## config.mk

```make
export PLATFORM = sky130hd
export DESIGN_NAME = spart_frame_tx_flat
export DESIGN_NICKNAME = d
export VERILOG_FILES = /design/src/rtl/spart_pkg.sv /design/src/rtl/spart_frame_tx_if.sv /design/src/rtl/counter_x.sv /design/src/rtl/spart_frame_tx.sv /design/src/flat_wrapper.sv
export SDC_FILE = /design/constraint.sdc
export NUM_CORES = 1
export LEC_CHECK = 0
export CORE_ASPECT_RATIO = 2
export CORE_MARGIN = 5
export CORE_UTILIZATION = 35
export CTS_CLUSTER_DIAMETER = 40
export DETAILED_ROUTE_END_ITERATION = 12
export PLACE_DENSITY_LB_ADDON = 0.12
export SYNTH_ARGS = -nofsm -noshare
export SYNTH_HDL_FRONTEND = slang
export SYNTH_HIERARCHICAL = 1
export SYNTH_SLANG_ARGS = --single-unit
```

## constraint.sdc

```tcl
create_clock -name clk -period 3.4 [get_ports clk]
set_clock_uncertainty 0.15 [all_clocks]
set_input_delay 0.68 -clock clk [delete_from_list [all_inputs] [get_ports clk]]
set_output_delay 0.68 -clock clk [all_outputs]
set_load 0.01 [all_outputs]
```

## src/rtl/spart_pkg.sv

```systemverilog
`default_nettype none
// ============================================================================
//  Package     : spart_pkg
//  Description : Shared constants and FSM state encoding for the SPART
//                frame transmitter and its gap timer.
//  Revision    : 1.0 - initial release
// ============================================================================
package spart_pkg;

  // Width of one SPART data byte.
  localparam int BYTE_W = 8;

  // Width of the completed-frame counter.
  localparam int FCNT_W = 16;

  // Transmitter FSM states, 3-bit encoded.
  typedef enum logic [2:0] {
    S_IDLE     = 3'd0,
    S_WAIT_TBR = 3'd1,
    S_WRITE    = 3'd2,
    S_SETTLE   = 3'd3,
    S_GAP      = 3'd4
  } state_t;

endpackage : spart_pkg
`default_nettype wire

```

## src/rtl/spart_frame_tx_if.sv

```systemverilog
`default_nettype none
// ============================================================================
//  Interface   : spart_frame_tx_if
//  Description : Byte-write handshake between the frame transmitter (master)
//                and the SPART transmit buffer (slave).
//  Revision    : 1.0 - initial release
// ============================================================================
interface spart_frame_tx_if;
  import spart_pkg::*;

  logic              tbr;      // transmit buffer ready
  logic              tx_we;    // one-cycle write strobe
  logic [BYTE_W-1:0] tx_byte;  // byte presented with tx_we

  modport master (
    input  tbr,
    output tx_we,
    output tx_byte
  );

  modport slave (
    output tbr,
    input  tx_we,
    input  tx_byte
  );

endinterface : spart_frame_tx_if
`default_nettype wire

```

## src/rtl/counter_x.sv

```systemverilog
`default_nettype none
// ============================================================================
//  Module      : counter_x
//  Description : Up-counter that raises full on its COUNT-th enabled cycle
//                after cnt_rst. Used as the inter-frame gap timer.
//  Revision    : 1.0 - initial release
// ============================================================================
module counter_x #(
  parameter int COUNT = 4
) (
  input  wire logic clk,
  input  wire logic rst_n,
  input  wire logic cnt_rst,
  input  wire logic en,
  output logic      full
);

  localparam int          CNT_W = $clog2(COUNT + 1);
  localparam logic [CNT_W-1:0] LAST = CNT_W'(COUNT - 1);

  logic [CNT_W-1:0] cnt;

  // Count enabled cycles from zero, holding once the last count is reached.
  always_ff @(posedge clk or negedge rst_n) begin
    if (!rst_n) begin
      cnt <= '0;
    end else if (cnt_rst) begin
      cnt <= '0;
    end else if (en && (cnt != LAST)) begin
      cnt <= cnt + 1'b1;
    end
  end

  // full marks the final enabled cycle of the interval.
  always_comb begin
    full = en && (cnt == LAST);
  end

endmodule : counter_x
`default_nettype wire

```

## src/rtl/spart_frame_tx.sv

```systemverilog
`default_nettype none
// ============================================================================
//  Module      : spart_frame_tx
//  Description : Serialises an N-byte frame into the SPART byte-write port
//                against the tbr handshake, with byte ordering, repeat count,
//                continuous mode, stop request, inter-frame gap and a
//                saturating completed-frame counter. All outputs registered.
//  Revision    : 1.0 - initial release
// ============================================================================
module spart_frame_tx
  import spart_pkg::*;
#(
  parameter int NUM_BYTES  = 3,
  parameter int GAP_CYCLES = 1023,
  parameter int MSB_FIRST  = 1,
  parameter int REPEAT     = 1
) (
  input  wire logic                        clk,
  input  wire logic                        rst_n,
  input  wire logic                        start,
  input  wire logic                        stop,
  input  wire logic [BYTE_W*NUM_BYTES-1:0] frame_data,
  spart_frame_tx_if.master                 spart,
  output logic                             busy,
  output logic                             done,
  output logic [FCNT_W-1:0]                frames_sent
);

  localparam int FRAME_W = BYTE_W * NUM_BYTES;
  localparam int IDX_W   = (NUM_BYTES > 1) ? $clog2(NUM_BYTES) : 1;
  // The gap timer is always present; with no gap it is simply never entered.
  localparam int GAP_CNT = (GAP_CYCLES > 0) ? GAP_CYCLES : 1;

  localparam logic [IDX_W-1:0]  LAST_IDX  = IDX_W'(NUM_BYTES - 1);
  localparam logic [FCNT_W-1:0] FCNT_MAX  = {FCNT_W{1'b1}};
  localparam logic [15:0]       REPEAT_M1 = 16'(REPEAT - 1);

  state_t state, state_nxt;

  logic [FRAME_W-1:0] shadow,    shadow_nxt;
  logic [IDX_W-1:0]   byte_idx,  byte_idx_nxt;
  logic [15:0]        rep_cnt,   rep_cnt_nxt;
  logic               stop_pend, stop_pend_nxt;
  logic               tx_we,     tx_we_nxt;
  logic [BYTE_W-1:0]  tx_byte,   tx_byte_nxt;
  logic               busy_nxt;
  logic               done_nxt;
  logic [FCNT_W-1:0]  frames_nxt;

  logic               gap_start;
  logic               gap_full;
  logic [BYTE_W-1:0]  sel_byte;

  assign spart.tx_we   = tx_we;
  assign spart.tx_byte = tx_byte;

  // Pick the byte at byte_idx out of the shadow frame in transmit order.
  always_comb begin
    int sel;
    sel = 0;
    if (MSB_FIRST != 0) begin
      sel = NUM_BYTES - 1 - int'(byte_idx);
    end else begin
      sel = int'(byte_idx);
    end
    sel_byte = shadow[sel*BYTE_W +: BYTE_W];
  end

  // Inter-frame gap timer, restarted on every entry into GAP.
  counter_x #(
    .COUNT (GAP_CNT)
  ) u_gap_cnt (
    .clk     (clk),
    .rst_n   (rst_n),
    .cnt_rst (gap_start),
    .en      (state == S_GAP),
    .full    (gap_full)
  );

  // FSM state register.
  always_ff @(posedge clk or negedge rst_n) begin
    if (!rst_n) begin
      state <= S_IDLE;
    end else begin
      state <= state_nxt;
    end
  end

  // Next-state and next-value logic for the FSM and all registered outputs.
  always_comb begin
    state_nxt     = state;
    shadow_nxt    = shadow;
    byte_idx_nxt  = byte_idx;
    rep_cnt_nxt   = rep_cnt;
    stop_pend_nxt = stop_pend;
    tx_we_nxt     = 1'b0;
    tx_byte_nxt   = tx_byte;
    busy_nxt      = busy;
    done_nxt      = 1'b0;
    frames_nxt    = frames_sent;
    gap_start     = 1'b0;

    // A stop seen anywhere in a run is remembered until the frame ends.
    if ((state != S_IDLE) && stop) begin
      stop_pend_nxt = 1'b1;
    end

    case (state)
      S_IDLE: begin
        if (start) begin
          shadow_nxt    = frame_data;
          byte_idx_nxt  = '0;
          rep_cnt_nxt   = '0;
          stop_pend_nxt = 1'b0;
          busy_nxt      = 1'b1;
          state_nxt     = S_WAIT_TBR;
        end
      end

      S_WAIT_TBR: begin
        if (spart.tbr) begin
          tx_byte_nxt = sel_byte;
          tx_we_nxt   = 1'b1;
          state_nxt   = S_WRITE;
        end
      end

      S_WRITE: begin
        state_nxt = S_SETTLE;
      end

      // tbr is not looked at here: the SPART needs a cycle to drop it.
      S_SETTLE: begin
        if (byte_idx != LAST_IDX) begin
          byte_idx_nxt = byte_idx + 1'b1;
          state_nxt    = S_WAIT_TBR;
        end else begin
          byte_idx_nxt = '0;
          rep_cnt_nxt  = rep_cnt + 1'b1;
          if (frames_sent != FCNT_MAX) begin
            frames_nxt = frames_sent + 1'b1;
          end
          if (stop_pend || stop || ((REPEAT != 0) && (rep_cnt == REPEAT_M1))) begin
            done_nxt  = 1'b1;
            busy_nxt  = 1'b0;
            state_nxt = S_IDLE;
          end else if (GAP_CYCLES > 0) begin
            gap_start = 1'b1;
            state_nxt = S_GAP;
          end else begin
            state_nxt = S_WAIT_TBR;
          end
        end
      end

      S_GAP: begin
        if (stop || stop_pend) begin
          done_nxt  = 1'b1;
          busy_nxt  = 1'b0;
          state_nxt = S_IDLE;
        end else if (gap_full) begin
          state_nxt = S_WAIT_TBR;
        end
      end

      default: begin
        busy_nxt  = 1'b0;
        state_nxt = S_IDLE;
      end
    endcase
  end

  // Datapath and output registers.
  always_ff @(posedge clk or negedge rst_n) begin
    if (!rst_n) begin
      shadow      <= '0;
      byte_idx    <= '0;
      rep_cnt     <= '0;
      stop_pend   <= 1'b0;
      tx_we       <= 1'b0;
      tx_byte     <= '0;
      busy        <= 1'b0;
      done        <= 1'b0;
      frames_sent <= '0;
    end else begin
      shadow      <= shadow_nxt;
      byte_idx    <= byte_idx_nxt;
      rep_cnt     <= rep_cnt_nxt;
      stop_pend   <= stop_pend_nxt;
      tx_we       <= tx_we_nxt;
      tx_byte     <= tx_byte_nxt;
      busy        <= busy_nxt;
      done        <= done_nxt;
      frames_sent <= frames_nxt;
    end
  end

endmodule : spart_frame_tx
`default_nettype wire
```

## src/flat_wrapper.sv

```systemverilog
// flat-port wrapper written by rule: the top's interface ports become plain ports
module spart_frame_tx_flat import spart_pkg::*;
#(
  parameter int NUM_BYTES  = 3,
  parameter int GAP_CYCLES = 1023,
  parameter int MSB_FIRST  = 1,
  parameter int REPEAT     = 1
)
  (clk, rst_n, start, stop, frame_data, busy, done, frames_sent, spart_tbr, spart_tx_we, spart_tx_byte);
  spart_frame_tx_if spart_i ();
  input  wire logic clk;
  input  wire logic rst_n;
  input  wire logic start;
  input  wire logic stop;
  input  wire logic [BYTE_W*NUM_BYTES-1:0] frame_data;
  output logic busy;
  output logic done;
  output logic [FCNT_W-1:0] frames_sent;
  input wire logic [$bits(spart_i.tbr)-1:0] spart_tbr;
  output wire logic [$bits(spart_i.tx_we)-1:0] spart_tx_we;
  output wire logic [$bits(spart_i.tx_byte)-1:0] spart_tx_byte;
  assign spart_i.tbr = spart_tbr;
  assign spart_tx_we = spart_i.tx_we;
  assign spart_tx_byte = spart_i.tx_byte;
  spart_frame_tx #(.NUM_BYTES(NUM_BYTES), .GAP_CYCLES(GAP_CYCLES), .MSB_FIRST(MSB_FIRST), .REPEAT(REPEAT)) u_core (.clk(clk), .rst_n(rst_n), .start(start), .stop(stop), .frame_data(frame_data), .spart(spart_i), .busy(busy), .done(done), .frames_sent(frames_sent));
endmodule
```

; Word level (Yosys, flattened, before mapping)
; Cells that the tools add are included.
[word_totals]
regBits = 83
inputBits = 29
output_inout_bits = 27
word_cells = 83
[classes]
add_sub_neg = 5
n_eq_ne = 14
shift = 1
mux = 32
bitwise_logic = 2
reduce_logical = 18
[ops]
columns = operator, count
row1 = $add 16x1->16 const B, 2
row2 = $mux 16, 2
row3 = $pmux 16 s2, 1
row4 = $shiftx 24x32->8, 1
row5 = $mux 10, 2
row6 = $mux 3, 6
row7 = $logic_not 16->1, 1
row8 = $ne 16x16->1 const B, 1
row9 = $mux 1, 15
row10 = $pmux 3 s5, 1
row11 = $add 10x1->10 const B, 1
row12 = $eq 10x10->1 const B, 1
row13 = $ne 10x10->1 const B, 1
row14 = $reduce_and 3->1, 3
row15 = $ne 2x2->1 const B, 4
row16 = $eq 3x2->1 const B, 2
row17 = $reduce_and 2->1, 3
row18 = $reduce_and 5->1, 1
row19 = $mux 2, 2
row20 = $ne 2x1->1 const B, 2
row21 = $pmux 1 s4, 1
row22 = $pmux 2 s2, 1
row23 = $reduce_bool 2->1, 2
row24 = $eq 3x1->1 const B, 1
row25 = 11 further kinds, 15

; Depth between registers and ports, before layout
[depth]
depth_word = 6
depth_mapped = 9
mapped_depth_nobuf = 8

; Modules after synthesis
; The synthesis kept the hierarchy.
[by_module_without_submodules]
columns = module, n_inst, cells_each, area_per_inst_um2, seq_area_each_um2
row1 = spart_frame_tx, 1, 373, 3532.1, 1826.8
row2 = counter_x, 1, 58, 569.3, 250.2

; Worst setup path before layout
; No wires, ideal clock.
[synth_path]
kind = reg2reg
startpoint = reg u_core.byte_idx[0]
endpoint = reg u_core.frames_sent[12]
setup_time_ns = 0.079
t_arrival_ns = 1.915
required_ns = 3.171
setup_slack_ns = 1.256
stages_incl_launch_ff = 7
synth_period_minus_slack_ns = 2.144
cell_sequence = dfrtp_1 > inv_1 > ha_1 > nand4b_2 > or4_1 > nor3_1 > xor2_1
[synth_via]
elab_chain_cells = 3
[synth_rtl]
columns = item, line_no
row1 = from (decl), spart_frame_tx.sv:41  ; logic [IDX_W-1:0] byte_idx, byte_idx_nxt;
row2 = from (signal assigned), spart_frame_tx.sv:187  ; byte_idx <= byte_idx_nxt;
row3 = $ne 2x2->1, spart_frame_tx.sv:134  ; if (byte_idx != LAST_IDX) begin
row4 = $not 1->1 (no line), -
row5 = $reduce_and 3->1 (no line), -
row6 = to (signal assigned), spart_frame_tx.sv:194  ; frames_sent <= frames_nxt;
row7 = to (decl), spart_frame_tx.sv:26  ; output logic [FCNT_W-1:0] frames_sent
; No other way between the ends.
; A chain may end at the register's enable or synchronous reset.

; Final worst setup path
[layout_path]
startpoint = reg u_core.byte_idx[0]
endpoint = reg u_core.rep_cnt[15]
[layout_via]
elab_chain_cells = 3
[layout_rtl]
columns = item, line_no
row1 = $ne 2x2->1, spart_frame_tx.sv:134
row2 = $ne 2x2->1 (no line), -
row3 = $reduce_and 3->1 (no line), -
row4 = to (signal assigned), spart_frame_tx.sv:188  ; rep_cnt <= rep_cnt_nxt;
row5 = to (decl), spart_frame_tx.sv:42  ; logic [15:0] rep_cnt, rep_cnt_nxt;
; No other way between the ends.

==> run metrics <==
final setup TNS 0 ns; sinks on the clock net between 80 and 90; First-pass DRT Iterations 4; crit path capture type register; CTS tree built; diode count 0; area leader, netlist dfrtp_1; Unique masters post-synth 56; CP startpoint kind register; htree depth 3; placed inst area approximately 4800 µm²; Slowest cell on crit path or4_1; M1 GR Usage approximately 17%; static leakage between 2 and 2.5 nW; Area growth, synth to finish 23.76%; Final Cycle Share 78.98%; FMAX 372.4 MHz; DRC Markers 0; Ys Warns 6; GRT Residual Overflow 0; maxcap violations 0; Yosys reg bits between 80 and 90; synth top area cells dfrtp_1 (51%), nand2_1 (8.6%), nor2_1 (3.3%); initial antenna violation count 0; ANT nets after route 0; Total Die Area 14,110 µm²; sequential area share after synthesis 50.64%; final hold slack 0.1596 ns; vias in the first global route 3,413; Worst R2R End u_core/rep_cnt[15]; routed wire length 10.53 mm; Worst EP required 3.51 ns; cts-stage hold buffer count 0; status completed; nets@finish 526; RSZ-0062 raised after global routing false; reg2reg start u_core/byte_idx[0]; non-filler instance count after layout 638; Initial DRC Count 167; Die Height 163.1 µm; Worst Path Class, Setup register to register; post-CTS setup repair buffer count 0; Max Slew Vio Count 0; Syn Nets 469; CP Cell Sequence inv_1 -> ha_1 -> and4b_1 -> o2111ai_2 -> or4_1 -> a21oi_1; synthesized netlist cell count 431; # setup viols final 0; wire length per cell 16.50 µm; slowest stage delay, CP 0.57 ns; VDD IR-drop max 0.3898 mV; Final Cell Area between 5000 and 6000 µm²; pin count of the biggest net entering global routing 39; first-pass GRT wire length between 15 and 20 mm; Post-synth top flop dfrtp_1; maximum fanout along the worst path 13; buffers plus inverters on the worst setup path 1; Arrival @ worst endpoint 2.80 ns; CP top delay family simple AND/OR/NAND/NOR gates; total number of vias 3,317; # placed instances around 620; clk slew on worst S/H paths 0.06 ns; HP Class primary input to async pin; row count 56; setup slack, reg-to-reg 0.71 ns; Synth async-reset ratio between 90% and 100%; Core Area 11,630 µm²; Synth Cell Area approximately 4100 µm²; Yosys top cell area share 50.64%; Post-Syn Area per Cell between 9 and 10 µm²; gp weighted congestion about 0.8; post-cts resize count 0; Core Util, Final 43.64%; Initial Util 35.26%; Fill cells 1,194; Root Buffer clkbuf_16; die width 86.55 µm; Total GRT Usage 15.96%; pwr dens 699.7 nW/µm²; share of cells above drive strength 1 6.897%; vias per inst 5.199; count of final hold-check violations 0; input/output buffers 55; R2R cell count 6; GRT busiest layer met2; post-DP HPWL 7.875 mm; number of synthesized flops with an enable pin 0; met2 usage 29.32%; I/O pins 56; CTS Buf Count 9; Skew-Pair Late Insertion Delay 0.34 ns; M3 GR Usage 3.483%; Final min period 2.685 ns; measured slew at the worst slew-check pin 0.6665 ns; clock tree buffer depth 2; Slew headroom 55.19%
==> per-stage QoR <==
stage                     setup slack [ns]  power, mW
final                               0.7147      3.552
after global placement              0.6618      2.672
after global routing                0.5691      3.833
after CTS                           0.7041      3.618
after floorplan                      1.256      2.290
after detailed placement            0.5997      2.700
==> state kept, by name (all words and copies together) (netlist names) <==
| name | count |
|---|---|
| u_core/busy | 1 |
| u_core/byte_idx | 2 |
| u_core/done | 1 |
| u_core/frames_sent | 16 |
| u_core/rep_cnt | 16 |
| u_core/shadow | 24 |
| u_core/spart.tx_byte | 8 |
| u_core/spart.tx_we | 1 |
| u_core/state | 3 |
| u_core/stop_pend | 1 |
| u_core/u_gap_cnt/cnt | 10 |
==> worst max path at each step <==
stage | startpoint | end | slack, ns | depth (start not counted)
detailed placement | start | u_core/rep_cnt[14] | 0.60 | 6
global placement | start | u_core/rep_cnt[14] | 0.66 | 6
finish | u_core/byte_idx[0] | u_core/rep_cnt[15] | 0.71 | 6
global route | u_core/byte_idx[0] | u_core/rep_cnt[13] | 0.57 | 6
CTS | u_core/byte_idx[0] | u_core/rep_cnt[15] | 0.70 | 6
floorplan | u_core/byte_idx[0] | u_core/frames_sent[12] | 1.26 | 6
==> synthesized netlist by cell type, types with 2 or more instances <==
master / count
a221oi_1: 3
nor4_1: 4
nand4_1: 10
clkbuf_1: 11
buf_2: 3
a41oi_1: 2
ha_1: 9
nor2b_1: 3
and2_1: 2
or3_1: 6
mux2i_1: 5
a31oi_1: 4
nand2_1: 94
a211oi_1: 3
buf_6: 2
nor2_1: 36
dfrtp_1: 83
or4_1: 5
xor2_1: 14
nand3_1: 16
o22ai_1: 2
a21oi_1: 15
o31ai_1: 8
xnor2_1: 8
o21ai_0: 11
a22o_1: 10
mux2_2: 3
or2_2: 2
and3_1: 4
inv_1: 17
nor3_1: 9
o21bai_1: 3
==> layout make-up <==
type | instances | area (µm²) | area share (%)
clock buffer | 10 | 229.0 | 4.511
clock inverter | 6 | 42.54 | 0.8381
inverter | 17 | 63.81 | 1.257
multi-input combinational | 314 | 1874 | 36.92
sequential | 83 | 2077 | 40.92
tap | 145 | 181.4 | 3.574
timing repair buffer | 63 | 608.1 | 11.98
==> metal layers <==
layer | up-vias | wire length (µm)
met5 | - | 0
met4 | 0 | 201
met3 | 12 | 386
met2 | 57 | 6044
met1 | 1613 | 3895
li1 | 1635 | -
==> worst register-to-register path: stages (launching register included) <==
cell and delay [ns]:
dfrtp_1 0.38, inv_1 0.18, ha_1 0.29, and4b_1 0.55, o2111ai_2 0.34, or4_1 0.57
a21oi_1 0.15
==> cells by family after synthesis <==
kind of cell | after synthesis | synth area share, %
XOR/XNOR | 22 | 4.698
AND/OR/NAND/NOR | 200 | 23.03
AO/OA/AOI/OAI | 75 | 13.18
adder cells (fa/ha/maj) | 9 | 2.746
flip-flops | 83 | 50.64
multiplexers | 8 | 2.044
buffers and inverters | 34 | 3.661
==> cells in the final DEF (no fill, tap or decap), types with 5 or more instances in the layout <==
cell and n:
clkbuf_16 9, a22o_1 10, ha_1 9, or4_1 5, xnor2_1 8, o21ai_0 11
nor2_1 36, or3_1 6, nor3_1 9, clkdlybuf4s50_1 54, inv_1 17, buf_4 9
nand2_1 94, a21oi_1 15, nand3_1 16, mux2i_1 5, dfrtp_1 83, xor2_1 14
o31ai_1 8, nand4_1 10
==> where the power goes <==
part           total, mW  switching, mW  internal, mW
registers           1.48          0.211          1.27
clock network      0.890          0.396         0.494
logic               1.18          0.655         0.529
total               3.55           1.26          2.29
No activity file was read; power rests on OpenSTA's default activity.
